<file path="src/rtl/ram8_bank.sv">
// RAM8 register file: eight words with one-hot write decode, an 8:1 read mux,
// per-word valid flags and a sequenced bulk-clear engine.

module ram8_word #(
  parameter int WIDTH = 16
) (
  input  logic             clk,
  input  logic             rst_n,
  input  logic             we,
  input  logic             clr,
  input  logic [WIDTH-1:0] d,
  output logic [WIDTH-1:0] q,
  output logic             v
);
  // Clear takes priority, although the decoder never asserts we and clr together.
  always_ff @(posedge clk or negedge rst_n) begin
    if (!rst_n) begin
      q <= '0;
      v <= 1'b0;
    end else if (clr) begin
      q <= '0;
      v <= 1'b0;
    end else if (we) begin
      q <= d;
      v <= 1'b1;
    end
  end
endmodule

module ram8_bank #(
  parameter int WIDTH = 16
) (
  input  logic             clk,
  input  logic             rst_n,
  input  logic [WIDTH-1:0] in,
  input  logic             load,
  input  logic [2:0]       address,
  input  logic             clear,
  output logic [WIDTH-1:0] out,
  output logic             busy,
  output logic [7:0]       valid
);
  localparam int NUM_WORDS = 8;

  typedef enum logic {IDLE, CLEAR} state_t;

  typedef struct packed {
    logic             ld;
    logic [2:0]       addr;
    logic [WIDTH-1:0] data;
  } wr_req_t;

  state_t                            state, state_nxt;
  logic [2:0]                        ptr, ptr_nxt;
  logic [NUM_WORDS-1:0]              we_dec, clr_dec;
  logic [NUM_WORDS-1:0][WIDTH-1:0]   word;
  wr_req_t                           wreq;

  assign wreq = '{ld: load, addr: address, data: in};

  always_ff @(posedge clk or negedge rst_n) begin
    if (!rst_n) begin
      state <= IDLE;
      ptr   <= '0;
    end else begin
      state <= state_nxt;
      ptr   <= ptr_nxt;
    end
  end

  // Clear beats a coincident load; loads and clears arriving while CLEAR runs are dropped.
  always_comb begin
    state_nxt = state;
    ptr_nxt   = ptr;
    we_dec    = '0;
    clr_dec   = '0;
    case (state)
      IDLE: begin
        if (clear) begin
          state_nxt = CLEAR;
          ptr_nxt   = '0;
        end else if (wreq.ld) begin
          we_dec[wreq.addr] = 1'b1;
        end
      end
      CLEAR: begin
        clr_dec[ptr] = 1'b1;
        ptr_nxt      = ptr + 3'd1;
        if (ptr == 3'd7) state_nxt = IDLE;
      end
      default: state_nxt = IDLE;
    endcase
  end

  for (genvar i = 0; i < NUM_WORDS; i++) begin : g_word
    ram8_word #(.WIDTH(WIDTH)) u_word (
      .clk   (clk),
      .rst_n (rst_n),
      .we    (we_dec[i]),
      .clr   (clr_dec[i]),
      .d     (wreq.data),
      .q     (word[i]),
      .v     (valid[i])
    );
  end

  assign out  = word[address];
  assign busy = (state == CLEAR);
endmodule

</file>
<file path="config.mk">
export PLATFORM = sky130hd
export DESIGN_NAME = ram8_bank
export DESIGN_NICKNAME = d
export VERILOG_FILES = /design/src/rtl/ram8_bank.sv
export SDC_FILE = /design/constraint.sdc
export NUM_CORES = 1
export LEC_CHECK = 0
export CORE_UTILIZATION = 40
export CTS_CLUSTER_DIAMETER = 80
export DETAILED_ROUTE_END_ITERATION = 16
export PLACE_DENSITY = 0.62
export SYNTH_ARGS = -nofsm -noshare
export SYNTH_HDL_FRONTEND = slang
export SYNTH_SLANG_ARGS = --single-unit
</file>
<file path="constraint.sdc">
create_clock -name clk -period 2.1 [get_ports clk]
set_clock_uncertainty 0.05 [all_clocks]
set_input_delay 0.21 -clock clk [delete_from_list [all_inputs] [get_ports clk]]
set_output_delay 0.21 -clock clk [all_outputs]
set_load 0.02 [all_outputs]
</file>
==> results of run 1 <==
-- cells by family after synthesis --
logic type	share of synthesized area, %
mux	28.5
buf+inv	5.12
flops	51.0
compound gates	2.53
fa+ha+maj	0.364
simple gates	12.5
-- path summary, 6_finish.rpt --
kind | cells after the start | from | endpoint | slack, ps
worst max-delay path | 4 | g_word[7].u_word.q[5]$_DFFE_PN0P_ | out[5] | 50
min in group clk | 1 | g_word[7].u_word.v$_DFFE_PN0P_ | g_word[7].u_word.v$_DFFE_PN0P_ | 460
worst max register to register | 4 | ptr[2]$_DFFE_PN0P_ | g_word[0].u_word.q[0]$_DFFE_PN0P_ | 470
worst min register to register | 1 | g_word[7].u_word.v$_DFFE_PN0P_ | g_word[7].u_word.v$_DFFE_PN0P_ | 460
worst min-delay path | 2 | rst_n | busy$_DFF_PN0_ | 100
max in group asynchronous | 3 | rst_n | g_word[3].u_word.q[12]$_DFFE_PN0P_ | 1310
-- flip-flops by register name (all words and copies together) (netlist names) --
name             flops
ptr                  3
g_word.u_word.v      8
busy                 1
g_word.u_word.q    128
-- final cells by class --
type                            count  area, um^2  area share, %
Multi-Input combinational cell    386        3030           35.7
Timing Repair Buffer               91         911           10.8
Clock buffer                       20         467           5.51
Sequential cell                   140        3500           41.4
Inverter                           25        93.8           1.11
Tap cell                          220         275           3.25
Clock inverter                     11         190           2.25
-- worst max-delay path, stage by stage, from the launching register on --
cell,delay [ps]
dfrtp_1,370
mux4_2,510
nand2_1,90
nand2_1,70
dlygate4sd2_1,330
-- metal layers --
layer / up-vias / wire length (um) / track usage, %
li1: 2161 / - / -
met1: 2446 / 7400 / 26.6
met2: 74 / 9440 / 38.7
met3: 21 / 415 / 3.64
met4: 0 / 246 / 7.34
met5: - / 0 / 0
-- timing repair --
item | CTS | global route
gates resized for setup | 28 | 7
setup endpoints to repair | 17 | 6
pin swaps | 2 | 0
hold buffers | 1 | 0
hold endpoints to repair | 140 | 0
-- cells in the mapped netlist (3+ instances only) --
cell type	count	area (um^2)
nand2_1	167	627
dfrtp_1	140	3500
mux2i_1	130	1300
mux4_2	26	586
inv_1	25	93.8
clkbuf_1	21	78.8
buf_2	14	70.1
buf_4	10	75.1
a21boi_1	7	52.6
mux2_2	6	67.6
nand2_2	6	37.5
nand4b_1	4	35.0
o21ai_0	4	20.0
a32oi_1	3	26.3
buf_1	3	11.3
nand2b_1	3	18.8
nand4bb_1	3	33.8
nor2_1	3	11.3
nor2b_1	3	18.8
-- power groups by stage --
stage | Combinational, mW | Clock, mW | Sequential, mW
2_1_floorplan | 1.87 | 0 | 3.85
4_1_cts | 2.71 | 3.36 | 4.02
3_5_place_dp | 2.76 | 0 | 4.06
3_3_place_gp | 2.67 | 0 | 4.00
6_report | 2.68 | 3.32 | 4.03
5_1_grt | 2.93 | 3.48 | 4.14
-- metrics by stage --
step / setup TNS, ps / instances
detailed placement: -3970 / 861
floorplan: 0 / 601
global placement: -3790 / 861
CTS: 0 / 893
finish: 0 / 893
global route: 0 / 893
==> impl_results.md, run 1 <==
- Status: finished clean
- Synthesized netlist cell count: between 600 and 700
- Most used DFF post-synth: dfrtp_1
- Initial antenna violation count: 0
- Initial core utilization: 41.1%
- Critical path peak fanout: 2
- RSZ-0062 raised after global routing: no
- FMAX: around 0.49 GHz
- First-pass GRT wire length: 28700 um
- Antenna-violating nets left: 0
- Worst-path clk slew: approximately 60 ps
- CTS Buf Count: 17
- Post-synthesis cell area: 0.00687 mm^2
- Required time worst endpoint: 1840 ps
- H-tree levels: 4
- Row cnt: 47
- Post-CTS Setup Inserts: 0
- Power share of the sequential group: 40.2%
- Tmin final: roughly 2100 ps
- Slew Viols, Final: 0
- Avg Vias per Cell: approximately 5.3
- Yosys reg bits: 140
- Place WS: -371 ps
- Pwr dens: 1180 mW/mm^2
- Share of cells above drive strength 1: 18.3%
- Slew headroom: 73.0%
- Post-DP Area: ~0.008 mm^2
- Via Count: 4702
- Clk Latency, worst-skew pair: between 400 and 500 ps
- Worst setup margin: 49.7 ps
- CP arrival: 1790 ps
- Commonest non-fill, non-tap cell in the layout: nand2_1
- Die area: 0.0177 mm^2
- Worst hold path type: in2async
- CTS Buffer Depth: 2
- Hold_ws: 97.5 ps
- Ant. Diodes: 0
- Filler cell count in the final layout: 1506
- Final core area utilization: 50.7%
- DRT Pass-1 Iters: 4
- Max_cap viols: 0
- Post-synthesis sequential area ratio: 51.0%
- Nets: between 600 and 700
- Setup CP Type: reg2out
- Static Leak: 4.60 nW
- GPL Wtd Cong: approximately 0.80
- Root Driver: clkbuf_16
- Initial DRC count: 353
- Combinational Power Share: approximately a quarter
- VDD IR max: 659 uV
- # DRC: 0
- Total power: 10.0 mW
- Die Y: between 100 and 150 um
- Clk sinks: 140
- Fin crit share: 97.6%
- Hold Fails Final Rpt: 0
- Area Growth Syn to Fin: 23.3%
- Crit end category: primary output
- Worst setup SP type: flip-flop
- Wire per inst: 19.6 um
- Final wirelength: 17500 um
- Global route total overflow: 0
- Top Ports: 48
- Final setup fails: 0
- Die width: 133 um
- Avg Synthesized Cell Area: 11.4 um^2
- Syn Nets: between 600 and 700
- Count of cell types in the netlist: 35
- Core area: ~0.017 mm^2
- Vias in the first global route: 5147
- Internal Power: about 7 mW
- Design area: ~0.0085 mm^2
- Slew @ Worst Pin: 404 ps
- Synth warn: 0
- IO buf count: 47
- Switching part of the total power: between 30 and 40%
- Sw power: 3.13 mW
- CTS tree: done
- Most frequent cells in the layout: nand2_1, dfrtp_1, mux2i_1, buf_4, clkdlybuf4s50_1
- Clock Power Share: between 30% and 40%
- Total GRT Usage: 21.8%
- Post-synth EDFFs: 0
- Pin count of the biggest net entering global routing: 75
- Async S/R FF share, synth: 100%
- DP HPWL: 11300 um
Power figures use the tool's default switching activity.
==> inputs of run 2 (changes only) <==
--- a/config.mk
+++ b/config.mk
@@ -5,10 +5,11 @@
 export SDC_FILE = /design/constraint.sdc
 export NUM_CORES = 1
 export LEC_CHECK = 0
+export CAP_MARGIN = 20
 export CORE_UTILIZATION = 40
 export CTS_CLUSTER_DIAMETER = 80
 export DETAILED_ROUTE_END_ITERATION = 16
-export PLACE_DENSITY = 0.62
+export PLACE_DENSITY = 0.58
 export SYNTH_ARGS = -nofsm -noshare
 export SYNTH_HDL_FRONTEND = slang
 export SYNTH_SLANG_ARGS = --single-unit
==> impl_results.md, run 2 (synthesis results as in run 1) <==
- Status: finished clean
- Antenna-violating nets left: 0 (unchanged)
- Wire length on met3: 668 um (+61%)
- Post-CTS Setup Inserts: 0 (unchanged)
- Slew headroom: 60.4% (-13 points)
- Share of cells above drive strength 1: 18.2% (-0.068 points)
- CTS tree: done
- Power share of the sequential group: 41.7% (+1.5 points)
- GPL Wtd Cong: 0.780 (-2.3%)
- Crit end category: primary output
- Worst-path clk slew: 60 ps (about the same)
- Critical path peak fanout: 2 (unchanged)
- Sw power: 3.11 mW (-0.72%)
- Final wirelength: 17600 um (+0.81%)
- Slew @ Worst Pin: 594 ps (+189 ps)
- # DRC: 0 (unchanged)
- VDD IR max: 631 uV (-4.3%)
- Die area: 0.0177 mm^2 (unchanged)
- Initial core utilization: 41.1% (unchanged)
- Top layer in use: met4
- Ant. Diodes: 0 (unchanged)
- Die width: 133 um (unchanged)
- Required time worst endpoint: 1840 ps (about the same)
- Vias in the first global route: 5169 (+0.43%)
- Static Leak: 4.63 nW (+0.52%)
- Max_cap viols: 0 (unchanged)
- Avg Vias per Cell: 5.31 (+0.88%)
- Most frequent cells in the layout: nand2_1, dfrtp_1, mux2i_1, buf_4, clkdlybuf4s50_1
- Hold_ws: 280 ps (+183 ps)
- Pin count of the biggest net entering global routing: 58 (-23%)
- Clk Latency, worst-skew pair: 410 ps (about the same)
- Sum Neg Setup Slack: 0 ps (unchanged)
- Total power: 9.64 mW (-3.8%)
- First-pass GRT wire length: 29100 um (+1.6%)
- Hold Fails Final Rpt: 0 (unchanged)
- Filler cell count in the final layout: 1515 (+0.60%)
- Fin crit share: 97.2% (-0.41 points)
- Combinational Power Share: 28.2% (+1.5 points)
- Worst setup margin: 58.2 ps (+8.57 ps)
- Wire per inst: 19.6 um (about the same)
- Post-DP Area: 0.00792 mm^2 (+1.4%)
- IO buf count: 47 (unchanged)
- Worst hold path type: in2async
- FMAX: 0.490 GHz (+0.42%)
- Clock Power Share: 30.1% (-3.0 points)
- FF-to-FF Start: busy$_DFF_PN0_
- Reg2Reg Setup Slack: 400 ps (-70 ps)
- Crit-path cells: mux4_2 > mux2_2 > clkdlybuf4s15_2
- Setup CP Type: reg2out
- Nets: 694 (+1.2%)
- Root Driver: clkbuf_16
- CTS Buf Count: 17 (unchanged)
- Inst Count DP: 869 (+0.93%)
- Delay of the slowest cell on the worst path: 460 ps (-50 ps)
- Reg with most FFs: g_word.u_word.q
- Global route total overflow: 0 (unchanged)
- Finished Layout Cells: 901 (+0.90%)
- Largest register FFs: 128 (unchanged)
- Worst r2r path cells: 5 (+1)
- CTS Buffer Depth: 2 (unchanged)
- Biggest registers after layout: g_word.u_word.q (128), g_word.u_word.v (8), ptr (3)
- Place WS: -335 ps (+36.6 ps)
- Commonest non-fill, non-tap cell in the layout: nand2_1
- Initial antenna violation count: 0 (unchanged)
- Total GRT Usage: 21.9% (+0.13 points)
- CP arrival: 1780 ps (about the same)
- Area Growth Syn to Fin: 23.5%
- Buf/Inv on CP: 1 (unchanged)
- Top Ports: 48 (unchanged)
- H-tree levels: 4 (unchanged)
- Via Count: 4786 (+1.8%)
- Slew Viols, Final: 0 (unchanged)
- Tmin final: 2040 ps (-8.57 ps)
- Crit-path leading delay family: multiplexers
- Core area: 0.0167 mm^2 (unchanged)
- Worst r2r dst: g_word[1].u_word.q[8]$_DFFE_PN0P_
- Switching part of the total power: 32.3% (+1.0 points)
- Initial DRC count: 271 (-23%)
- Met2 wire len: 8740 um (-7.4%)
- Clk sinks: 140 (unchanged)
- DRT Pass-1 Iters: 4 (unchanged)
- Internal Power: 6.53 mW (-5.2%)
- Final setup fails: 0 (unchanged)
- RSZ-0062 raised after global routing: no
- Row cnt: 47 (unchanged)
- Design area: 0.00848 mm^2 (+0.19%)
- Worst setup SP type: flip-flop
- Die Y: 133 um (unchanged)
- Wire length on met1: 8040 um (+8.7%)
- Pwr dens: 1140 mW/mm^2 (-4.0%)
- DP HPWL: 11900 um (+4.7%)
- Slowest cell on crit path: mux4_2
- Final core area utilization: 50.8% (+0.097 points)
## run 2: cell count changes in the layout (fill, tap and decap cells not counted), moves of 2 or more
cell,delta
buf_4,+5
bufinv_16,-3
buf_2,-3
o21ai_0,+2
o21ai_1,-2
clkinvlp_4,-2
clkdlybuf4s15_1,-2
clkbuf_1,+5
buf_12,+4
dlygate4sd2_1,+4
## run 2: worst max-delay path by stage
stage          slack (ps)                               start  endpoint  depth (start not counted)
2_1_floorplan         380                          address[0]    out[9]                          5
3_3_place_gp         -220                          address[2]   out[10]                          5
3_5_place_dp         -330                          address[2]    out[9]                          6
4_1_cts                30  g_word[7].u_word.q[10]$_DFFE_PN0P_   out[10]                          3
5_1_grt                 5  g_word[6].u_word.q[10]$_DFFE_PN0P_   out[10]                          3
6_report               60  g_word[7].u_word.q[10]$_DFFE_PN0P_   out[10]                          3
## run 2: routing by layer
layer	track usage (%)	vias to the layer above
met3	4.37	18
met2	35.5	102
li1	-	2187
met1	29.3	2479
met4	7.28	0
met5	0	-
## run 2: what timing repair did
action / in CTS / in global routing
gates resized for setup: 22 / 3
hold buffers: 1 / 0
pin swaps: 0 / 0
hold endpoints to repair: 55 / 0
endpoints found under the setup margin: 16 / 1
## run 2: layout make-up
type / instances / area (um^2) / area share (%)
sequential: 140 / 3500 / 41.3
multi-input combinational: 386 / 3030 / 35.7
timing repair buffer: 99 / 1020 / 12.1
clock buffer: 24 / 472 / 5.56
tap: 220 / 275 / 3.24
inverter: 25 / 93.8 / 1.11
clock inverter: 7 / 90.1 / 1.06
## run 2: worst reg2reg max path, delay by kind of cell, from the launching register on
kind	cells	cell delay, ps
mux	1	240
buf+inv	2	440
simple gates	2	400
flops	1	460
## run 2: power by group through the flow
stage,clock [mW],sequential [mW],combinational (mW)
CTS,2.95,4.01,2.76
detailed placement,0,4.05,2.81
floorplan,0,3.85,1.87
finish,2.90,4.02,2.72
global placement,0,4.01,2.73
global route,3.08,4.13,2.99
==> inputs of run 3 (changes only) <==
--- a/config.mk
+++ b/config.mk
@@ -6,6 +6,7 @@
 export NUM_CORES = 1
 export LEC_CHECK = 0
 export CAP_MARGIN = 20
+export CORE_ASPECT_RATIO = 1.4
 export CORE_UTILIZATION = 40
 export CTS_CLUSTER_DIAMETER = 80
 export DETAILED_ROUTE_END_ITERATION = 16
==> impl_results.md, run 3 (synthesis results as in run 1) <==
- Status: finished clean
- Inst Count DP: 850 (-2.2%)
- Met1 Usage GRT: 28.7% (-0.60 points)
- Area Growth Syn to Fin: 23.1%
- Grt met3 use: 4.47% (+0.099 points)
- FMAX: 0.490 GHz (about the same)
- Global route total overflow: 0 (unchanged)
- Final setup fails: 0 (unchanged)
- Design area: 0.00845 mm^2 (-0.37%)
- Die width: 113 um (-15%)
- Filler cell count in the final layout: 1484 (-2.0%)
- Biggest registers after layout: g_word.u_word.q (128), g_word.u_word.v (8), ptr (3)
- Initial antenna violation count: 0 (unchanged)
- Max_cap viols: 0 (unchanged)
- Die area: 0.0177 mm^2 (about the same)
- Avg Vias per Cell: 5.46 (+2.8%)
- Hold_ws: 280 ps (-0.330 ps)
- Met2 Usage GRT: 37.6% (+2.1 points)
- Wire per inst: 20.7 um (+5.7%)
- Static Leak: 4.63 nW (about the same)
- DP HPWL: 12000 um (+1.0%)
- DRT Pass-1 Iters: 6 (+2)
- Hold Fails Final Rpt: 0 (unchanged)
- Worst r2r path cells: 4 (-1)
- Slowest cell on crit path: mux4_2
- Core area: 0.0167 mm^2 (+0.27%)
- Required time worst endpoint: 1840 ps (about the same)
- Reg with most FFs: g_word.u_word.q
- Largest register FFs: 128 (unchanged)
- Antenna-violating nets left: 0 (unchanged)
- CTS tree: done
- CTS Buffer Depth: 2 (unchanged)
- Row cnt: 56 (+19%)
- Pwr dens: 1190 mW/mm^2 (+4.8%)
- Fin crit share: 97.2% (about the same)
- # DRC: 0 (unchanged)
- GPL Wtd Cong: 0.789 (+1.1%)
- Via Count: 4823 (+0.77%)
- H-tree levels: 4 (unchanged)
- Worst r2r dst: g_word[0].u_word.q[8]$_DFFE_PN0P_
- IO buf count: 47 (unchanged)
- Clk Latency, worst-skew pair: 410 ps (about the same)
- VDD IR max: 869 uV (+38%)
- Slew Viols, Final: 0 (unchanged)
- Post-DP Area: 0.00780 mm^2 (-1.6%)
- Top Ports: 48 (unchanged)
- Total GRT Usage: 22.7% (+0.77 points)
- Critical path peak fanout: 2 (unchanged)
- Worst-path clk slew: 50 ps (about the same)
- FF-to-FF Start: busy$_DFF_PN0_
- Worst hold path type: in2async
- Slew headroom: 63.2% (+2.8 points)
- Initial DRC count: 219 (-19%)
- Pin count of the biggest net entering global routing: 58 (unchanged)
- First-pass GRT wire length: 29300 um (+0.57%)
- Nets: 692 (-0.29%)
- Vias in the first global route: 5194 (+0.48%)
- Clk sinks: 140 (unchanged)
- Initial core utilization: 41.0% (-0.11 points)
- Delay of the slowest cell on the worst path: 540 ps (+80 ps)
- Crit end category: primary output
- CTS Buf Count: 17 (unchanged)
- Commonest non-fill, non-tap cell in the layout: nand2_1
- Share of cells above drive strength 1: 18.6% (+0.35 points)
- RSZ-0062 raised after global routing: no
- Setup CP Type: reg2out
- CP arrival: 1780 ps (about the same)
- Most common cell on crit path: nand2_1
- Reg2Reg Setup Slack: 430 ps (+30 ps)
- Slew @ Worst Pin: 552 ps (-42.0 ps)
- Finished Layout Cells: 883 (-2.0%)
- Final wirelength: 18300 um (+3.6%)
- Die Y: 157 um (+18%)
- Post-CTS Setup Inserts: 0 (unchanged)
- Total power: 10.1 mW (+4.5%)
- Root Driver: clkbuf_16
- Worst setup SP type: flip-flop
- Tmin final: 2040 ps (-0.171 ps)
- Layer with the highest usage: met2
- Crit-path cells: mux4_2 > nand2_1 > nand2_1 > clkdlybuf4s15_1
- Most frequent cells in the layout: nand2_1, dfrtp_1, mux2i_1, buf_4, clkdlybuf4s50_1
run 3: changes by cell type in the layout (fill, tap and decap cells not counted), moves of 3 or more:
cell / before / now
buf_4: 35 / 40
buf_12: 15 / 8
dlygate4sd2_1: 15 / 11
clkbuf_8: 2 / 8
buf_2: 2 / 5
clkbuf_1: 5 / 1
run 3: final cells by class:
| cell class | instances | area, um^2 | area share [%] |
|---|---|---|---|
| diodes | 1 | 2.50 | 0.0296 |
| clock buffers | 26 | 539 | 6.38 |
| clock inverters | 5 | 125 | 1.48 |
| inverters | 25 | 93.8 | 1.11 |
| multi-input cells | 386 | 3020 | 35.7 |
| flip-flops and latches | 140 | 3500 | 41.4 |
| well taps | 203 | 254 | 3.00 |
| repair buffers | 97 | 915 | 10.8 |
run 3: critical path, delay by kind of cell (launching register included):
kind                   cells  cell delay (ps)
buffers and inverters      1              280
flip-flops                 1              390
multiplexers               1              540
AND/OR/NAND/NOR            2              160
run 3: worst max path at each step:
stage | slack [ps] | endpoint | startpoint | depth (start not counted)
after floorplan | 380 | out[9] | address[0] | 5
after global placement | -330 | out[9] | address[2] | 6
after detailed placement | -320 | out[15] | address[2] | 6
after CTS | 0.4 | out[5] | g_word[3].u_word.q[5]$_DFFE_PN0P_ | 4
after global routing | 3 | out[0] | g_word[7].u_word.q[0]$_DFFE_PN0P_ | 4
final | 60 | out[5] | g_word[3].u_word.q[5]$_DFFE_PN0P_ | 4
run 3: layer usage:
layer	share of wire, %	wire length [um]
met5	0	0
met3	5.1	930
met4	2.3	423
met2	50	9150
met1	43	7780
run 3: through the flow:
step	setup TNS, ps	setup WS, ps	utilization, %
floorplan	0	378	-
global placement	-2240	-328	46.6
detailed placement	-2480	-318	46.6
CTS	0	0.394	50.5
global route	0	2.55	50.5
finish	0	58.4	50.5
run 3: where the power goes:
| group | total [mW] | switching [mW] | internal (mW) |
|---|---|---|---|
| logic | 2.71 | 1.54 | 1.17 |
| clock network | 3.33 | 1.09 | 2.24 |
| registers | 4.03 | 0.514 | 3.52 |
| total | 10.1 | 3.14 | 6.93 |
run 3: timing repair:
action / in CTS / in global routing
setup endpoints to repair: 16 / 5
hold buffers: 1 / 0
pin swaps: 1 / 2
endpoints found under the hold margin: 53 / 0
resized for setup: 26 / 6
